===== config.mk =====
export PLATFORM = sky130hd
export DESIGN_NAME = btn_matrix_scanner_flat
export DESIGN_NICKNAME = d
export VERILOG_FILES = /design/src/rtl/btn_matrix_scanner_if.sv /design/src/rtl/btn_matrix_scanner.sv /design/src/flat_wrapper.sv
export SDC_FILE = /design/constraint.sdc
export NUM_CORES = 1
export LEC_CHECK = 0
export CELL_PAD_IN_SITES_DETAIL_PLACEMENT = 1
export CELL_PAD_IN_SITES_GLOBAL_PLACEMENT = 1
export CORE_AREA = 2 2 114 61
export DETAILED_ROUTE_END_ITERATION = 6
export DIE_AREA = 0 0 116 63
export GPL_TIMING_DRIVEN = 1
export PLACE_DENSITY = 0.75
export SLEW_MARGIN = 20
export SYNTH_ARGS = -nofsm -noshare
export SYNTH_HDL_FRONTEND = slang
export SYNTH_SLANG_ARGS = --single-unit

===== constraint.sdc =====
create_clock -name clk -period 2.8 [get_ports clk]
set_clock_uncertainty 0.15 [all_clocks]
set_input_delay 0.7 -clock clk [delete_from_list [all_inputs] [get_ports clk]]
set_output_delay 0.7 -clock clk [all_outputs]
set_load 0.01 [all_outputs]

===== src/rtl/btn_matrix_scanner_if.sv =====
// ---------------------------------------------------------------------------
// btn_matrix_scanner_if
// Purpose : carries the key-event bus from the button matrix scanner to the
//           game logic that consumes key presses.
// Signals :
//   key_valid  one-cycle pulse, a key was accepted (or auto-repeated)
//   key_code   row*4+col of the accepted key, held until the next key_valid
//   key_held   high while the accepted key is still pressed
// Modports:
//   master  the scanner, which drives all three signals
//   slave   the consumer, which only reads them
// ---------------------------------------------------------------------------
interface btn_matrix_scanner_if;
  logic       key_valid;
  logic [4:0] key_code;
  logic       key_held;

  modport master (output key_valid, output key_code, output key_held);
  modport slave  (input  key_valid, input  key_code, input  key_held);
endinterface


===== src/rtl/btn_matrix_scanner.sv =====
// ---------------------------------------------------------------------------
// btn_matrix_scanner
// Purpose : scans the 5x4 SWORD button matrix by pulling one BTN_X row low at
//           a time and sampling the BTN_Y columns. The first key found is
//           debounced and reported as a one-cycle event with a row/column
//           code. This block is the only driver of the matrix rows.
// Ports   :
//   clk          system clock
//   reset        synchronous, active-high reset
//   scan_en      1 = scan, 0 = pause with every row released
//   col_in_n     BTN_Y column sense, active-low, asynchronous to clk
//   row_drive_n  BTN_X row drive, active-low, at most one bit low
//   key_bus      key event bus (key_valid / key_code / key_held), master side
// Configuration:
//   BTN_AUTO_REPEAT_EN  when defined, a held key re-issues key_valid after
//                       REPEAT_DELAY clocks and then every REPEAT_RATE clocks.
//                       When undefined there is exactly one event per press.
// ---------------------------------------------------------------------------
module btn_matrix_scanner #(
  parameter int unsigned SCAN_DIV        = 1000,
  parameter int unsigned DEBOUNCE_CYCLES = 50000,
  parameter int unsigned REPEAT_DELAY    = 25000000,
  parameter int unsigned REPEAT_RATE     = 5000000
) (
  input  logic                        clk,
  input  logic                        reset,
  input  logic                        scan_en,
  input  logic [3:0]                  col_in_n,
  output logic [4:0]                  row_drive_n,
  btn_matrix_scanner_if.master        key_bus
);

  localparam int unsigned DIV_W = $clog2(SCAN_DIV + 1);
  localparam int unsigned DEB_W = $clog2(DEBOUNCE_CYCLES + 1);

  localparam logic [DIV_W-1:0] DWELL_LAST = DIV_W'(SCAN_DIV - 1);
  localparam logic [DEB_W-1:0] DEB_LAST   = DEB_W'(DEBOUNCE_CYCLES - 1);

  localparam logic [1:0] ST_SCAN     = 2'd0;
  localparam logic [1:0] ST_DEBOUNCE = 2'd1;
  localparam logic [1:0] ST_HELD     = 2'd2;

  logic [3:0]       col_meta_q, col_meta_d;
  logic [3:0]       col_s_q, col_s_d;
  logic [1:0]       state_q, state_d;
  logic [2:0]       row_q, row_d;
  logic             active_q, active_d;
  logic [DIV_W-1:0] dwell_q, dwell_d;
  logic [DEB_W-1:0] cnt_q, cnt_d;
  logic [1:0]       lat_col_q, lat_col_d;
  logic             key_valid_q, key_valid_d;
  logic [4:0]       key_code_q, key_code_d;
  logic             key_held_q, key_held_d;

  logic [2:0]       next_row;
  logic [1:0]       first_low;
  logic             lat_col_low;
  logic [DEB_W-1:0] cnt_inc;

`ifdef BTN_AUTO_REPEAT_EN
  localparam int unsigned REP_MAX = (REPEAT_DELAY > REPEAT_RATE) ? REPEAT_DELAY : REPEAT_RATE;
  localparam int unsigned REP_W   = $clog2(REP_MAX + 1);

  logic [REP_W-1:0] rep_q, rep_d;
  logic             rep_seen_q, rep_seen_d;
  logic [REP_W-1:0] rep_limit;
`else
  // Repeat timing has no meaning without the repeat feature; fold the
  // parameters into a sink so they remain part of the interface.
  logic unused_repeat_cfg;
  assign unused_repeat_cfg = ^{REPEAT_DELAY, REPEAT_RATE};
`endif

  // The active row is decoded straight from the row index; while paused
  // every row is released so no key can load the column lines.
  assign row_drive_n = active_q ? ~(5'b00001 << row_q) : 5'b11111;

  assign key_bus.key_valid = key_valid_q;
  assign key_bus.key_code  = key_code_q;
  assign key_bus.key_held  = key_held_q;

  // Helpers: wrap-around row step, lowest-index low column (col 0 has
  // priority), and the debounced view of the latched column.
  always_comb begin
    next_row    = (row_q == 3'd4) ? 3'd0 : row_q + 3'd1;
    lat_col_low = ~col_s_q[lat_col_q];
    cnt_inc     = cnt_q + DEB_W'(1);
    first_low   = 2'd0;
    for (int i = 3; i >= 0; i--) begin
      if (!col_s_q[i]) first_low = 2'(i);
    end
  end

  // Next-state logic for synchronizer, scan sequencing, debounce and the
  // key event outputs. scan_en low overrides every state and quietly parks
  // the scanner at row 0 with rows released, keeping the last key_code.
  always_comb begin
    col_meta_d  = col_in_n;
    col_s_d     = col_meta_q;
    state_d     = state_q;
    row_d       = row_q;
    active_d    = active_q;
    dwell_d     = dwell_q;
    cnt_d       = cnt_q;
    lat_col_d   = lat_col_q;
    key_valid_d = 1'b0;
    key_code_d  = key_code_q;
    key_held_d  = key_held_q;
`ifdef BTN_AUTO_REPEAT_EN
    rep_d       = rep_q;
    rep_seen_d  = rep_seen_q;
    rep_limit   = rep_seen_q ? REP_W'(REPEAT_RATE - 1) : REP_W'(REPEAT_DELAY - 1);
`endif

    if (!scan_en) begin
      active_d   = 1'b0;
      row_d      = 3'd0;
      state_d    = ST_SCAN;
      dwell_d    = '0;
      cnt_d      = '0;
      key_held_d = 1'b0;
`ifdef BTN_AUTO_REPEAT_EN
      rep_d      = '0;
      rep_seen_d = 1'b0;
`endif
    end else begin
      active_d = 1'b1;
      case (state_q)
        ST_SCAN: begin
          // The dwell stays at 0 on the cycle the rows come back on so the
          // first row gets a full dwell through the synchronizer.
          if (!active_q) begin
            dwell_d = '0;
          end else if (dwell_q == DWELL_LAST) begin
            dwell_d = '0;
            if (&col_s_q) begin
              row_d = next_row;
            end else begin
              lat_col_d = first_low;
              cnt_d     = '0;
              state_d   = ST_DEBOUNCE;
            end
          end else begin
            dwell_d = dwell_q + DIV_W'(1);
          end
        end

        ST_DEBOUNCE: begin
          if (lat_col_low) begin
            if (cnt_inc == DEB_LAST) begin
              key_valid_d = 1'b1;
              key_code_d  = {row_q, lat_col_q};
              key_held_d  = 1'b1;
              cnt_d       = '0;
              state_d     = ST_HELD;
`ifdef BTN_AUTO_REPEAT_EN
              rep_d       = '0;
              rep_seen_d  = 1'b0;
`endif
            end else begin
              cnt_d = cnt_inc;
            end
          end else begin
            cnt_d   = '0;
            dwell_d = '0;
            row_d   = next_row;
            state_d = ST_SCAN;
          end
        end

        ST_HELD: begin
          // Here cnt counts consecutive released samples; any low sample
          // is treated as bounce and restarts the release window.
          if (lat_col_low) begin
            cnt_d = '0;
`ifdef BTN_AUTO_REPEAT_EN
            if (rep_q == rep_limit) begin
              key_valid_d = 1'b1;
              rep_d       = '0;
              rep_seen_d  = 1'b1;
            end else begin
              rep_d = rep_q + REP_W'(1);
            end
`endif
          end else begin
`ifdef BTN_AUTO_REPEAT_EN
            rep_d = '0;
`endif
            if (cnt_inc == DEB_LAST) begin
              key_held_d = 1'b0;
              cnt_d      = '0;
              dwell_d    = '0;
              row_d      = next_row;
              state_d    = ST_SCAN;
            end else begin
              cnt_d = cnt_inc;
            end
          end
        end

        default: begin
          state_d = ST_SCAN;
          cnt_d   = '0;
          dwell_d = '0;
        end
      endcase
    end
  end

  // State registers with synchronous reset; the synchronizer idles high to
  // match an unpressed matrix.
  always_ff @(posedge clk) begin
    if (reset) begin
      col_meta_q  <= 4'hF;
      col_s_q     <= 4'hF;
      state_q     <= ST_SCAN;
      row_q       <= 3'd0;
      active_q    <= 1'b1;
      dwell_q     <= '0;
      cnt_q       <= '0;
      lat_col_q   <= 2'd0;
      key_valid_q <= 1'b0;
      key_code_q  <= 5'd0;
      key_held_q  <= 1'b0;
`ifdef BTN_AUTO_REPEAT_EN
      rep_q       <= '0;
      rep_seen_q  <= 1'b0;
`endif
    end else begin
      col_meta_q  <= col_meta_d;
      col_s_q     <= col_s_d;
      state_q     <= state_d;
      row_q       <= row_d;
      active_q    <= active_d;
      dwell_q     <= dwell_d;
      cnt_q       <= cnt_d;
      lat_col_q   <= lat_col_d;
      key_valid_q <= key_valid_d;
      key_code_q  <= key_code_d;
      key_held_q  <= key_held_d;
`ifdef BTN_AUTO_REPEAT_EN
      rep_q       <= rep_d;
      rep_seen_q  <= rep_seen_d;
`endif
    end
  end

endmodule


===== src/flat_wrapper.sv =====
// flat-port wrapper written by rule: the top's interface ports become plain ports
module btn_matrix_scanner_flat 
#(
  parameter int unsigned SCAN_DIV        = 1000,
  parameter int unsigned DEBOUNCE_CYCLES = 50000,
  parameter int unsigned REPEAT_DELAY    = 25000000,
  parameter int unsigned REPEAT_RATE     = 5000000
)
  (clk, reset, scan_en, col_in_n, row_drive_n, key_bus_key_valid, key_bus_key_code, key_bus_key_held);
  btn_matrix_scanner_if key_bus_i ();
  input  logic clk;
  input  logic reset;
  input  logic scan_en;
  input  logic [3:0] col_in_n;
  output logic [4:0] row_drive_n;
  output wire logic [$bits(key_bus_i.key_valid)-1:0] key_bus_key_valid;
  output wire logic [$bits(key_bus_i.key_code)-1:0] key_bus_key_code;
  output wire logic [$bits(key_bus_i.key_held)-1:0] key_bus_key_held;
  assign key_bus_key_valid = key_bus_i.key_valid;
  assign key_bus_key_code = key_bus_i.key_code;
  assign key_bus_key_held = key_bus_i.key_held;
  btn_matrix_scanner #(.SCAN_DIV(SCAN_DIV), .DEBOUNCE_CYCLES(DEBOUNCE_CYCLES), .REPEAT_DELAY(REPEAT_DELAY), .REPEAT_RATE(REPEAT_RATE)) u_core (.clk(clk), .reset(reset), .scan_en(scan_en), .col_in_n(col_in_n), .row_drive_n(row_drive_n), .key_bus(key_bus_i));
endmodule

==> impl_metrics.ini <==
[routing]
drc_errors = 0
firstDrtPassIters = 4
via_per_inst = 5.65
wl_per_cell_um = 17.3
ant_nets = 0
vias = 2491
drt_wl_total_um = 7610
drt_iter0_markers = 177

[worst_setup_path]
crit_required_ns = 2.87
end_kind = register
critPathArrivalTime_ns = 2.76
startpoint = u_core.cnt_q[0]$_SDFFE_PP0P_
worst_r2r_path_depth = 8
r2r_setup_slack_ns = 0.11
startpoint_type = register
path_class = reg -> reg
setup.worst_path.end = u_core.dwell_q[8]$_SDFFE_PP0P_
reg2reg_from = u_core.cnt_q[0]$_SDFFE_PP0P_
cp_max_fo = 7
reg2reg_to = u_core.dwell_q[8]$_SDFFE_PP0P_

[global_routing]
grt_pass1_wl_um = 12800
grt_max_degree = 17
overflow = 0
antenna_found_initial = 0
track_usage_pct = 22.4
grt_pass1_vias = 2474

[logic_synthesis]
synth_nets = 334
async_reset_ff_share_pct = 0
ys_seq_area_share_pct = 36.4
ys_seq_elements = 49
synth.distinct_cells = 52
yosys_warnings = 0
ys.flop_type = dfxtp_1
syn_inst = 315
synth_edf_count = 0
synth.avg_cell_area_um2 = 8.56
synth_area_um2 = 2700

[clocking]
worstSkewPairLatency_ns = 0.29
clock_path_buffers = 2
h-tree-depth = 2
cts_tree = built
post_cts_buffers = 0
clk_pin_slew_ns = 0.07
cts_buffers = 5
cts_hold_buf = 0
cts_sinks = 49
cts-root-buf = clkbuf_16

[sta]
min_period_over_period_pct = 95.9
tightest_slew_ns = 0.429
max_freq_ghz = 0.372
layout_min_cycle_time_ns = 2.69
hold_viol = 0
setup_viol = 0
hold_slack_ns = 0.265
slew_headroom_pct = 71.1
final-max-slew-violation-count = 0
setup_tns_ns = 0

[final_layout]
diodes = 0
fillers = 793
final-instance-count-excl-fill = 441
regArea_um2 = 996
nets = 367
multi_input_area_um2 = 1680
drive_gt1_share_pct = 17.5
syn_to_final_growth_pct = 22.1

[power]
power_mw = 1.38
irDropWorstVdd_uv = 257
p_leak_nw = 1.26
power.density_nw_per_um2 = 419

[placed_design]
place_congestion = 0.825
hpwlAfterDp_um = 5670
dpl.cell_count = 433
portBuffers = 18

[floorplanning]
io_pins = 19
die_w_um = 116
start_util_pct = 42.4
core_um2 = 6360
die_y_um = 63
rows = 21
die_area_um2 = 7310

[hold_path]
holdCritPathClass = reg -> reg

[run_status]
outcome = finished, final reports clean

[flow_run]
max-cap-violations = 0
critical path: stages, from the launching register on:
cell and delay (ns):
dfxtp_2 0.39, ha_2 0.24, and3_1 0.21, nand3_1 0.14, a211oi_4 0.31, nand4b_4 0.19
o32a_4 0.36, or4_1 0.50, a21oi_1 0.14
how the worst min path moves through the flow:
stage | start | to | slack [ns] | depth (start not counted)
after detailed placement | u_core.col_meta_q[1]$_SDFF_PP1_ | u_core.col_s_q[1]$_SDFF_PP1_ | 0.25 | 1
after global routing | u_core.col_meta_q[1]$_SDFF_PP1_ | u_core.col_s_q[1]$_SDFF_PP1_ | 0.28 | 1
after global placement | u_core.col_meta_q[2]$_SDFF_PP1_ | u_core.col_s_q[2]$_SDFF_PP1_ | 0.24 | 1
final | u_core.col_meta_q[1]$_SDFF_PP1_ | u_core.col_s_q[1]$_SDFF_PP1_ | 0.26 | 1
after floorplan | u_core.col_meta_q[0]$_SDFF_PP1_ | u_core.col_s_q[0]$_SDFF_PP1_ | 0.24 | 1
after CTS | u_core.col_meta_q[0]$_SDFF_PP1_ | u_core.col_s_q[0]$_SDFF_PP1_ | 0.27 | 1
logic make-up after synthesis:
kind of cell             synth area share [%]
AO/OA/AOI/OAI                            17.9
AND/OR/NAND/NOR                          30.8
buffers and inverters                    3.06
multiplexers                             3.80
adder cells (fa/ha/maj)                  5.57
XOR/XNOR                                 2.60
flip-flops                               36.4
report_power, final:
part,total [mW],internal (mW),switching [mW]
logic,0.0617,0.0257,0.0359
clock network,0.611,0.333,0.278
registers,0.709,0.703,0.00579
total,1.38,1.06,0.319
stage by stage:
| step | setup slack (ns) | utilization, % | cell area (um2) |
|---|---|---|---|
| global route | -0.0150 | 51.8 | 3290 |
| detailed placement | 0.0184 | 48.5 | 3090 |
| finish | 0.114 | 51.8 | 3290 |
| CTS | 0.0122 | 50.9 | 3240 |
| global placement | 0.114 | 48.5 | 3090 |
| floorplan | 0.237 | - | 2700 |
cells in the final DEF (no fill, tap or decap), drive strengths merged, types with 3 or more instances in the layout:
cell	count
ha	12
a32o	6
or2	9
nand4	7
dfxtp	49
a211oi	5
xor2	4
nor3	10
nor4	4
nand2b	3
nor2	24
inv	11
clkdlybuf4s50	18
and3	10
nand4b	3
a21oi	10
nand3	19
o21ai	25
nor2b	6
buf	18
or3	3
clkbuf	5
xnor2	4
clkinv	3
nor3b	7
nand2	31
mux2i	8
and2	5
a21o	5
cells in the mapped netlist (6+ instances only):
cell	n	share of area, %
nor2b_1	6	1.4
ha_1	12	5.6
mux2i_1	8	3.0
o21ai_0	25	4.6
a32o_1	6	2.2
nor2_1	24	3.3
dfxtp_1	49	36
nor3_1	9	1.7
nand2_1	31	4.3
and3_1	10	2.3
clkbuf_1	7	0.97
inv_1	11	1.5
a21oi_1	10	1.9
or2_2	9	2.1
nor3b_1	7	1.9
nand4_1	6	1.4
nand3_1	18	3.3
registers in the layout, summed over array words and instances, names as in the netlist:
signal / cells
u_core.dwell_q: 10
u_core.col_meta_q: 4
u_core.row_q: 3
u_core.key_bus.key_code: 5
u_core.cnt_q: 16
u_core.state_q: 2
u_core.col_s_q: 4
u_core.active_q: 1
u_core.lat_col_q: 2
u_core.key_bus.key_valid: 1
u_core.key_bus.key_held: 1
layer usage:
layer  vias up  routed length [um]  track usage, %
li1       1214                   -               -
met1      1221                4230            35.4
met2        52                2930            30.3
met3         4                 416            4.95
met4         0                  38            4.91
met5         -                   0               0
cell type report:
type,instances,area share (%)
Inverter,11,1.25
Tap cell,92,3.49
Clock inverter,3,0.684
Multi-Input combinational cell,245,51.0
Clock buffer,5,3.80
Sequential cell,49,30.2
Timing Repair Buffer,36,9.57
repair_timing:
| action | in CTS | in global routing |
|---|---|---|
| pin swaps | 0 | 3 |
| gates resized for setup | 1 | 19 |
| endpoints found under the setup margin | 1 | 17 |
(Power assumes the default switching activity.)
